File: config.mk
export PLATFORM = sky130hd
export DESIGN_NAME = barrier_controller
export DESIGN_NICKNAME = d
export VERILOG_FILES = /design/src/rtl/barrier_controller.sv
export SDC_FILE = /design/constraint.sdc
export NUM_CORES = 1
export LEC_CHECK = 0
export CAP_MARGIN = 20
export CELL_PAD_IN_SITES_DETAIL_PLACEMENT = 1
export CELL_PAD_IN_SITES_GLOBAL_PLACEMENT = 2
export CORE_AREA = 2 2 283 285
export DETAILED_ROUTE_END_ITERATION = 8
export DIE_AREA = 0 0 285 287
export PLACE_DENSITY = 0.75
export SLEW_MARGIN = 20
export SYNTH_ARGS = -nofsm -noshare
export SYNTH_HDL_FRONTEND = slang
export SYNTH_SLANG_ARGS = --single-unit
File: constraint.sdc
create_clock -name clk -period 11.29 [get_ports clk]
set_input_delay 1.129 -clock clk [delete_from_list [all_inputs] [get_ports clk]]
set_output_delay 1.129 -clock clk [all_outputs]
set_load 0.01 [all_outputs]
File: src/rtl/barrier_controller.sv
// Barrier responder: tracks per-(block, barrier) warp arrivals in NUM_SLOTS slots
// and offers one release at a time carrying the slot's expected warp mask.
module barrier_controller #(
  parameter int unsigned NUM_SLOTS = 4
) (
  input  logic        clk,
  input  logic        rst,
  input  logic [15:0] barrier_id,
  input  logic [31:0] thread_mask,
  input  logic [9:0]  block_id,
  input  logic [5:0]  warp_id,
  input  logic [31:0] expected_mask,
  input  logic        request_valid,
  output logic        ready,
  output logic [15:0] release_barrier_id,
  output logic [9:0]  release_block_id,
  output logic [31:0] release_warp_mask,
  output logic        release_valid,
  input  logic        release_ready,
  output logic        stall,
  output logic [31:0] stall_warp_mask,
  output logic        err
);
  localparam int unsigned IW = (NUM_SLOTS > 1) ? $clog2(NUM_SLOTS) : 1;

  localparam logic [1:0] S_FREE    = 2'd0;
  localparam logic [1:0] S_COLLECT = 2'd1;
  localparam logic [1:0] S_RELEASE = 2'd2;

  logic [1:0]    r_state [NUM_SLOTS];
  logic [15:0]   r_bid   [NUM_SLOTS];
  logic [9:0]    r_blk   [NUM_SLOTS];
  logic [31:0]   r_exp   [NUM_SLOTS];
  logic [31:0]   r_arr   [NUM_SLOTS];
  logic          r_out_busy;
  logic [IW-1:0] r_out_idx;
  logic          r_err;

  logic          w_match, w_free, w_rel_any;
  logic [IW-1:0] w_match_idx, w_free_idx, w_rel_idx;
  logic [31:0]   w_stall_mask, w_warp_bit, w_upd_arr;
  logic          w_bad, w_accept, w_handshake;

  // Each search keeps the lowest-index hit.
  always_comb begin
    w_match      = 1'b0;
    w_match_idx  = '0;
    w_free       = 1'b0;
    w_free_idx   = '0;
    w_rel_any    = 1'b0;
    w_rel_idx    = '0;
    w_stall_mask = '0;
    for (int unsigned i = 0; i < NUM_SLOTS; i++) begin
      if (!w_match && r_state[i] == S_COLLECT &&
          r_bid[i] == barrier_id && r_blk[i] == block_id) begin
        w_match     = 1'b1;
        w_match_idx = IW'(i);
      end
      if (!w_free && r_state[i] == S_FREE) begin
        w_free     = 1'b1;
        w_free_idx = IW'(i);
      end
      if (!w_rel_any && r_state[i] == S_RELEASE) begin
        w_rel_any = 1'b1;
        w_rel_idx = IW'(i);
      end
      if (r_state[i] != S_FREE) w_stall_mask = w_stall_mask | r_arr[i];
    end
    w_warp_bit = 32'd1 << warp_id[4:0];
    w_upd_arr  = r_arr[w_match_idx] | w_warp_bit;
    if (warp_id[5] || thread_mask == '0)
      w_bad = 1'b1;
    else if (w_match)
      w_bad = ((r_exp[w_match_idx] & w_warp_bit) == '0) ||
              ((r_arr[w_match_idx] & w_warp_bit) != '0);
    else
      w_bad = (expected_mask == '0) || ((expected_mask & w_warp_bit) == '0);
  end

  assign ready       = !rst && (w_match || w_free);
  assign w_accept    = request_valid && ready;
  assign w_handshake = r_out_busy && release_ready;

  always_ff @(posedge clk) begin
    if (rst) begin
      for (int unsigned i = 0; i < NUM_SLOTS; i++) begin
        r_state[i] <= S_FREE;
        r_bid[i]   <= '0;
        r_blk[i]   <= '0;
        r_exp[i]   <= '0;
        r_arr[i]   <= '0;
      end
      r_out_busy <= 1'b0;
      r_out_idx  <= '0;
      r_err      <= 1'b0;
    end else begin
      r_err <= w_accept && w_bad;
      if (w_handshake) begin
        r_state[r_out_idx] <= S_FREE;
        r_bid[r_out_idx]   <= '0;
        r_blk[r_out_idx]   <= '0;
        r_exp[r_out_idx]   <= '0;
        r_arr[r_out_idx]   <= '0;
        r_out_busy         <= 1'b0;
      end else if (!r_out_busy && w_rel_any) begin
        r_out_busy <= 1'b1;
        r_out_idx  <= w_rel_idx;
      end
      // The handshake slot is in RELEASE, so it never collides with the arrival slot.
      if (w_accept && !w_bad) begin
        if (w_match) begin
          r_arr[w_match_idx] <= w_upd_arr;
          if (w_upd_arr == r_exp[w_match_idx]) r_state[w_match_idx] <= S_RELEASE;
        end else begin
          r_arr[w_free_idx]   <= w_warp_bit;
          r_exp[w_free_idx]   <= expected_mask;
          r_bid[w_free_idx]   <= barrier_id;
          r_blk[w_free_idx]   <= block_id;
          r_state[w_free_idx] <= (w_warp_bit == expected_mask) ? S_RELEASE : S_COLLECT;
        end
      end
    end
  end

  assign release_valid      = !rst && r_out_busy;
  assign release_barrier_id = release_valid ? r_bid[r_out_idx] : '0;
  assign release_block_id   = release_valid ? r_blk[r_out_idx] : '0;
  assign release_warp_mask  = release_valid ? r_exp[r_out_idx] : '0;
  assign stall_warp_mask    = rst ? '0 : w_stall_mask;
  assign stall              = |stall_warp_mask;
  assign err                = !rst && r_err;
endmodule
**After elaboration in Yosys (flattened, before gate mapping)**

Memory sizes are Yosys's and may differ from the RTL's. A register that Yosys moved wholly into a read port is not among the register bits.
Cells that the tools add are included.

- Register bits after elaboration: 4
- RAM bits: 368
- Input bits: 100
- Logic and storage cells: 196
- Memories: 5

Memory list:

| name | depth | width | read ports | clocked after memory_dff | write ports | line | text |
|---|---|---|---|---|---|---|---|
| r_arr | 4 | 32 | 5 | 0 | 4 | 34 | `logic [31:0] r_arr [NUM_SLOTS];` |
| r_exp | 4 | 32 | 2 | 1 | 4 | 33 | `logic [31:0] r_exp [NUM_SLOTS];` |
| r_bid | 4 | 16 | 5 | 1 | 4 | 31 | `logic [15:0] r_bid [NUM_SLOTS];` |
| r_blk | 4 | 10 | 5 | 1 | 4 | 32 | `logic [9:0] r_blk [NUM_SLOTS];` |
| r_state | 4 | 2 | 4 | 0 | 4 | 30 | `logic [1:0] r_state [NUM_SLOTS];` |

- Eq/ne operators: 18
- Shift-type cells: 1
- Multiplexer cells: 92
- Bitwise operators: 8
- Reduce and logical (&&, ||, !) cells: 69

Operators by type and width:

| kind | count |
|---|---|
| two-way mux 32 bit | 11 |
| OR reduction 32 bit | 6 |
| logical NOT 32 bit | 4 |
| bitwise OR 32 bit | 4 |
| AND 32 bit | 3 |
| equality test 16 bit | 4 |
| equality test 32 bit | 2 |
| two-way mux 2 bit | 28 |
| two-way mux 16 bit | 3 |
| two-way mux 1 bit | 47 |
| equality test 10 bit | 4 |
| nonzero test 32 bit | 1 |
| OR reduction 16 bit | 2 |
| left shift 1 x 5 -> 32 bit, first input constant | 1 |
| two-way mux 10 bit | 3 |
| logical AND 1 bit | 25 |
| OR reduction 10 bit | 2 |
| logical NOT 1 bit | 12 |
| equality test 2 x 1 -> 1 bit, second input constant | 4 |
| equality test 2 bit, second input constant | 4 |
| logical NOT 2 bit | 4 |
| nonzero test 2 bit | 4 |
| OR reduction 2 bit | 4 |
| logical OR 1 bit | 4 |
| 2 further kinds | 2 |

**Longest topological paths before layout**

Gate-level depths: netlist of the first run.
An unclocked memory read counts as a cell.

- Depth in word-level cells: 34
- Mapped depth: 18

**Worst setup path after synthesis of the first run**

No wires, ideal clock.

- Path type: input to register
- Start point: in warp_id[1]
- End point: mem r_bid[2][0], enable pin
- Library setup time: 0.554 ns
- Data arrival time: 7.658 ns
- Data required time: 10.736 ns
- Slack: 3.078 ns
- Stages on the path: 14
- Cell sequence: clkbuf_1 or3b_2 or2_2 inv_1 ha_1 nor4_1 nand4_1 o22ai_1 a211oi_2 and4b_1 nand3b_1 buf_2 clkbuf_1 o21ai_0

RTL lines:

| item | line | text |
|---|---|---|
| start: declaration | 11 | `input logic [5:0] warp_id,` |
| end: declaration | 31 |  |

==> results of run 1 <==
## where the power goes
group          leakage (nW)  total, mW  internal, mW  switching, mW
combinational          4.76      0.499         0.193          0.305
sequential             3.87       1.65          1.59         0.0549
clock                 0.767       1.57         0.919          0.653
## placed cells by master, fill, tap and decap left out, types with 32 or more instances in the layout
cell,count
nor2b_1,63
a31oi_1,41
and2_1,121
a2bb2oi_1,32
a22oi_1,64
clkbuf_16,45
mux4_2,58
nand4_1,44
o21ai_0,32
clkdlybuf4s50_1,192
nor4_1,72
and3_1,125
ha_1,32
xor2_1,73
o2111ai_1,33
nor2_1,207
xnor2_1,55
nor3_1,65
a21oi_1,102
nand3_1,96
buf_4,41
edfxtp_1,368
## sequential cells by signal (all words and copies together) (netlist names), named ones only
register / flops
r_state: 8
r_arr: 128
r_bid: 64
r_err: 1
r_blk: 40
r_out_busy: 1
r_exp: 128
r_out_idx: 2
## per-stage QoR
step	hold slack [ns]	cells	area [um^2]	setup slack, ns
3_5_place_dp	0.545	3250	26100	3.29
5_1_grt	0.611	3333	27700	3.61
3_3_place_gp	0.531	3250	26100	3.44
4_1_cts	0.572	3332	27700	3.91
6_report	0.562	3333	27700	3.86
2_1_floorplan	0.497	2179	23500	3.08
## worst max-delay path: cells and delay by family
family	cells	cell delay, ns
and+or+nand+nor	7	3.46
buffers and inverters	4	1.88
AOI/OAI and AO/OA	4	0.97
xor gates and xnor gates	1	0.20
## final timing paths
kind	slack (ns)	endpoint	from	depth (start not counted)
hold / removal	0.56	register	r_out_idx[0]$_SDFFE_PP0P_	2
setup reg to reg	4.57	r_arr[1][4]$_SDFFCE_PN0P_	r_blk[1][8]$_SDFFCE_PN0P_	15
hold reg to reg	0.56	register	r_out_idx[0]$_SDFFE_PP0P_	2
setup / recovery	3.86	r_arr[1][4]$_SDFFCE_PN0P_	block_id[8]	16
## area by class of cell
type                       instances  area (um^2)
antenna                            1         2.50
clock buffer                      46         1130
clock inverter                    36          443
fill                            8675        50900
inverter                          15         56.3
multi-input combinational       1577        11300
sequential                       374        11200
tap                             1050         1310
timing repair buffer             234         2230
## metal layers
metal  vias to the layer above  share of wire [%]
li1                       8616                  -
met1                     10400                 41
met2                       907                 49
met3                       204                6.2
met4                         4                3.9
met5                         -              0.025
## kinds of logic after synthesis
group,count (synthesis),synth area share (%)
simple gates,879,20.5
compound gates,472,14.7
flops,374,47.6
buf+inv,228,4.57
xor+xnor,136,5.33
mux,58,5.56
fa+ha+maj,32,1.71
==> flow_summary.json, run 1 <==
{
  "synth_most_common_cell": "edfxtp_1",
  "worstPathRequired_ns": 11.59,
  "first_iter_violations": 2036,
  "cpMostUsedCell": "buf_4",
  "netlist_instances": 2179,
  "met2_usage_pct": 41.4,
  "powerDensity_nw_per_um2": 134,
  "cts_sinks": 374,
  "crit_path_max_fanout": 33,
  "grt_pass1_wl_um": 146000,
  "antenna_found_initial": 3,
  "clk_pin_slew_worst_paths_ns": 0.06,
  "path_class": "input port to register",
  "globalRouteMet3Util_pct": 3.04,
  "cts_root_buffer": "clkbuf_16",
  "gp_congestion": 0.945,
  "cts-buffers-inserted": 45,
  "syn_to_final_growth_pct": 17.9,
  "worst_slew_margin_rel_pct": 22.3,
  "cts_resized": 0,
  "utilization_pct": 35.2,
  "htree_levels": 2,
  "slowest_delay_ns": 0.93,
  "setup_viol": 0,
  "track_usage_pct": 24.0,
  "async_flop_share_pct": 0,
  "nNetsFinal": 2379,
  "status": "finished, final reports clean",
  "grt_pass1_vias": 20500,
  "synth_seq_area_share_pct": 47.6,
  "synth_edf_count": 368,
  "grt-busiest-layer": "met2",
  "cp.arrival_ns": 7.72,
  "grt_max_degree": 88,
  "dp_hpwl_um": 69100,
  "drv_cap": 0,
  "cpMaxStageDelayCell": "and3_2",
  "hp-class": "register to register",
  "synth_common_cells": "edfxtp_1, nor2_1, clkbuf_1",
  "critPathCaptureType": "register",
  "leakagePower_nw": 9.40,
  "synth.top_cell.area_share_pct": 47.1,
  "insertion_delay_ns": 0.63,
  "ant_nets": 0,
  "cts_tree": "done",
  "cts_hold_buf": 0,
  "fp.dieH_um": 287,
  "initial_core_util_pct": 29.9,
  "ys_types": 75,
  "dominantRegCellSynth": "edfxtp_1",
  "dieArea_um2": 81800,
  "avgSynthCellArea_um2": 10.8,
  "syn_area_um2": 23500,
  "core_um2": 78600,
  "first_pass_iters": 5,
  "fin_setup_tns_ns": 0,
  "syn-num-nets": 2311,
  "worstMarginPinSlew_ns": 1.16,
  "numPortBuffers": 193,
  "drive_gt1_share_pct": 10.1,
  "finalMaxSlewViolations": 0,
  "rsz0062_at_grt": "false",
  "rows": 103,
  "synth_top_area_cell": "edfxtp_1",
  "grtUsageMet1_pct": 30.8,
  "max_freq_mhz": 135,
  "hold_viol": 0,
  "ioPinCount": 194,
  "gr-total-overflow": 0,
  "synth_warnings": 0,
  "finalCritPeriodShare_pct": 65.8,
  "chipWidth_um": 285,
  "wl_um": 100000,
  "total_power_mw": 3.72,
  "fin_crit_ns": 7.43,
  "finClkSkew_ns": 0.0538,
  "ys_seq_elements": 374,
  "post-route-drc-count": 0,
  "synthTopCellsByArea": "edfxtp_1, mux4_2, and3_1, nor2_1, and2_1",
  "path_cells": "clkdlybuf4s50_1, xor2_1, nor4_1, and3_2, nand2_1, buf_4, nor2_1, o31a_1, o2111ai_1, or4_1, o211a_1, o21ai_2, nand2b_1, buf_4, nand2_1, buf_4",
  "clockBufferDepth": 3,
  "viasPerCell": 6.05,
  "peakVddDrop_mv": 0.115,
  "num_vias": 20200,
  "wire_per_inst_um": 30.1,
  "cts_setup_buffers": 0,
  "critPathLaunchType": "input port"
}
Power figures use the tool's default switching activity.
==> run 2, diff against run 1 <==
--- a/config.mk
+++ b/config.mk
@@ -11,7 +11,7 @@
 export CORE_AREA = 2 2 283 285
 export DETAILED_ROUTE_END_ITERATION = 8
 export DIE_AREA = 0 0 285 287
-export PLACE_DENSITY = 0.75
+export PLACE_DENSITY = 0.78
 export SLEW_MARGIN = 20
 export SYNTH_ARGS = -nofsm -noshare
 export SYNTH_HDL_FRONTEND = slang
==> constraint.sdc (replaced) <==
create_clock -name clk -period 6.6 [get_ports clk]
set_input_delay 0.66 -clock clk [delete_from_list [all_inputs] [get_ports clk]]
set_output_delay 0.66 -clock clk [all_outputs]
set_load 0.01 [all_outputs]
==> flow_summary.json, run 2 (synthesis gave the netlist of run 1 again) <==
{
  "first_iter_violations": 2128,
  "rsz0062_at_grt": "false",
  "placed_cell_area_um2": 26600,
  "gr-total-overflow": 0,
  "reg2reg_depth": 14,
  "dp_hpwl_um": 70900,
  "cpMaxStageDelayCell": "a311oi_1",
  "viasPerCell": 6.09,
  "rows": 103,
  "syn_to_final_growth_pct": 19.8,
  "hold_start": "r_out_idx[0]$_SDFFE_PP0P_",
  "gp_congestion": 0.940,
  "path_class": "input port to register",
  "reg2reg_to": "r_state[0][1]$_SDFFCE_PN0P_",
  "htree_levels": 2,
  "slowest_delay_ns": 0.80,
  "hp-class": "register to register",
  "wl_um": 103000,
  "cts_tree": "done",
  "drive_gt1_share_pct": 11.7,
  "antenna_found_initial": 5,
  "met2_usage_pct": 40.7,
  "nNetsFinal": 2425,
  "worstPathRequired_ns": 6.91,
  "final_common_cell": "edfxtp_1",
  "wire_per_inst_um": 30.6,
  "finalMaxSlewViolations": 0,
  "grtUsageMet1_pct": 32.2,
  "hold_depth": 2,
  "ioPinCount": 194,
  "status": "finished, final reports clean",
  "leakagePower_nw": 9.68,
  "fin_area_um2": 28100,
  "fin_setup_tns_ns": 0,
  "cts-buffers-inserted": 46,
  "grt_max_degree": 75,
  "worstMarginPinSlew_ns": 1.07,
  "hold_viol": 0,
  "initial_core_util_pct": 29.9,
  "chipWidth_um": 285,
  "worst-path-buf-inv": 3,
  "critPathLaunchType": "input port",
  "fillers": 8600,
  "grt-busiest-layer": "met2",
  "crit_path_max_fanout": 20,
  "numPortBuffers": 193,
  "grt_pass1_vias": 21100,
  "hold_slack_ns": 0.573,
  "antennaDiodeCount": 0,
  "top_regs": "r_arr: 128 flops, r_exp: 128 flops, r_bid: 64 flops",
  "cts_hold_buf": 0,
  "cts_setup_buffers": 0,
  "insertion_delay_ns": 0.63,
  "fp.dieH_um": 287,
  "pre_cts_ws_ns": 0.368,
  "setup_viol": 0,
  "mostFrequentLayoutCells": "edfxtp_1, nor2_1, clkdlybuf4s50_1",
  "cts_sinks": 374,
  "peakVddDrop_mv": 0.156,
  "grt_pass1_wl_um": 149000,
  "reg2reg_slack_ns": 0.93,
  "setup_slack_ns": 0.643,
  "track_usage_pct": 24.6,
  "worst_slew_margin_rel_pct": 28.2,
  "r2r_start": "r_bid[2][0]$_SDFFCE_PN0P_",
  "cp.arrival_ns": 6.26,
  "powerDensity_nw_per_um2": 224,
  "dieArea_um2": 81800,
  "core_um2": 78600,
  "crit_family": "simple AND/OR/NAND/NOR gates",
  "cts_root_buffer": "clkbuf_16",
  "critPathCaptureType": "register",
  "first_pass_iters": 5,
  "fin_crit_ns": 5.96,
  "num_vias": 20600,
  "ant_nets": 0,
  "max_freq_mhz": 168,
  "path_cells": "clkdlybuf4s50_1, xor2_1, nor4_1, and3_2, buf_4, nand3_1, a311oi_1, nor2_1, xnor2_1, nand4_1, nor4_1, buf_4, nand2_1, o21ai_1, a211o_1",
  "clockBufferDepth": 3,
  "clk_pin_slew_worst_paths_ns": 0.06,
  "post-route-drc-count": 0,
  "total_power_mw": 6.29,
  "finalCritPeriodShare_pct": 90.3,
  "drv_cap": 0,
  "finClkSkew_ns": 0.0427,
  "globalRouteMet3Util_pct": 3.33,
  "cts_resized": 0
}
==> run 2: cell count changes in the layout (fill, tap and decap cells not counted), sizes merged <==
cell / change
buf: +45
inv: +1
diode: -1
clkinv: -4
clkinvlp: +1
bufinv: -3
clkbuf: +7
==> run 2: per-layer routing <==
metal	routed length [um]	vias to the layer above
met1	42300	10600
met5	27	-
met2	48500	1080
met4	4630	4
li1	-	8699
met3	7800	232
==> run 2: how the worst max path moves through the flow <==
| stage | startpoint | to | slack [ns] | depth (start not counted) |
|---|---|---|---|---|
| after CTS | barrier_id[14] | r_state[0][1]$_SDFFCE_PN0P_ | 0.90 | 15 |
| after global routing | barrier_id[14] | r_state[0][1]$_SDFFCE_PN0P_ | 0.64 | 15 |
| after floorplan | warp_id[1] | r_bid[2][0]$_SDFFCE_PN0P_ | -1.14 | 14 |
| final | barrier_id[14] | r_state[0][1]$_SDFFCE_PN0P_ | 0.64 | 15 |
| after detailed placement | barrier_id[14] | r_state[0][1]$_SDFFCE_PN0P_ | 0.37 | 15 |
| after global placement | barrier_id[14] | r_state[0][1]$_SDFFCE_PN0P_ | 0.39 | 15 |
==> run 2: area by class of cell <==
type,count,area [um^2],area share [%]
Clock buffer,53,1180,4.19
Clock inverter,31,327,1.16
Inverter,15,56.3,0.200
Tap cell,1050,1310,4.67
Timing Repair Buffer,279,2760,9.82
Multi-Input combinational cell,1577,11300,40.2
Sequential cell,374,11200,39.7
==> run 2: metrics by stage <==
step	cells	util (%)
after floorplan	2179	-
after global placement	3295	33.9
after detailed placement	3295	33.9
after CTS	3379	35.8
after global routing	3379	35.8
final	3379	35.8
==> run 2: worst min-delay path, cell delays in order (launching register included) <==
cell and delay, ns:
dfxtp_1 0.35, o21ai_0 0.10, a21oi_1 0.08
==> run 2: power by group <==
group,leakage [nW],internal [mW],switching [mW]
registers,3.87,2.73,0.0984
logic,5.06,0.345,0.526
clock network,0.744,1.49,1.11
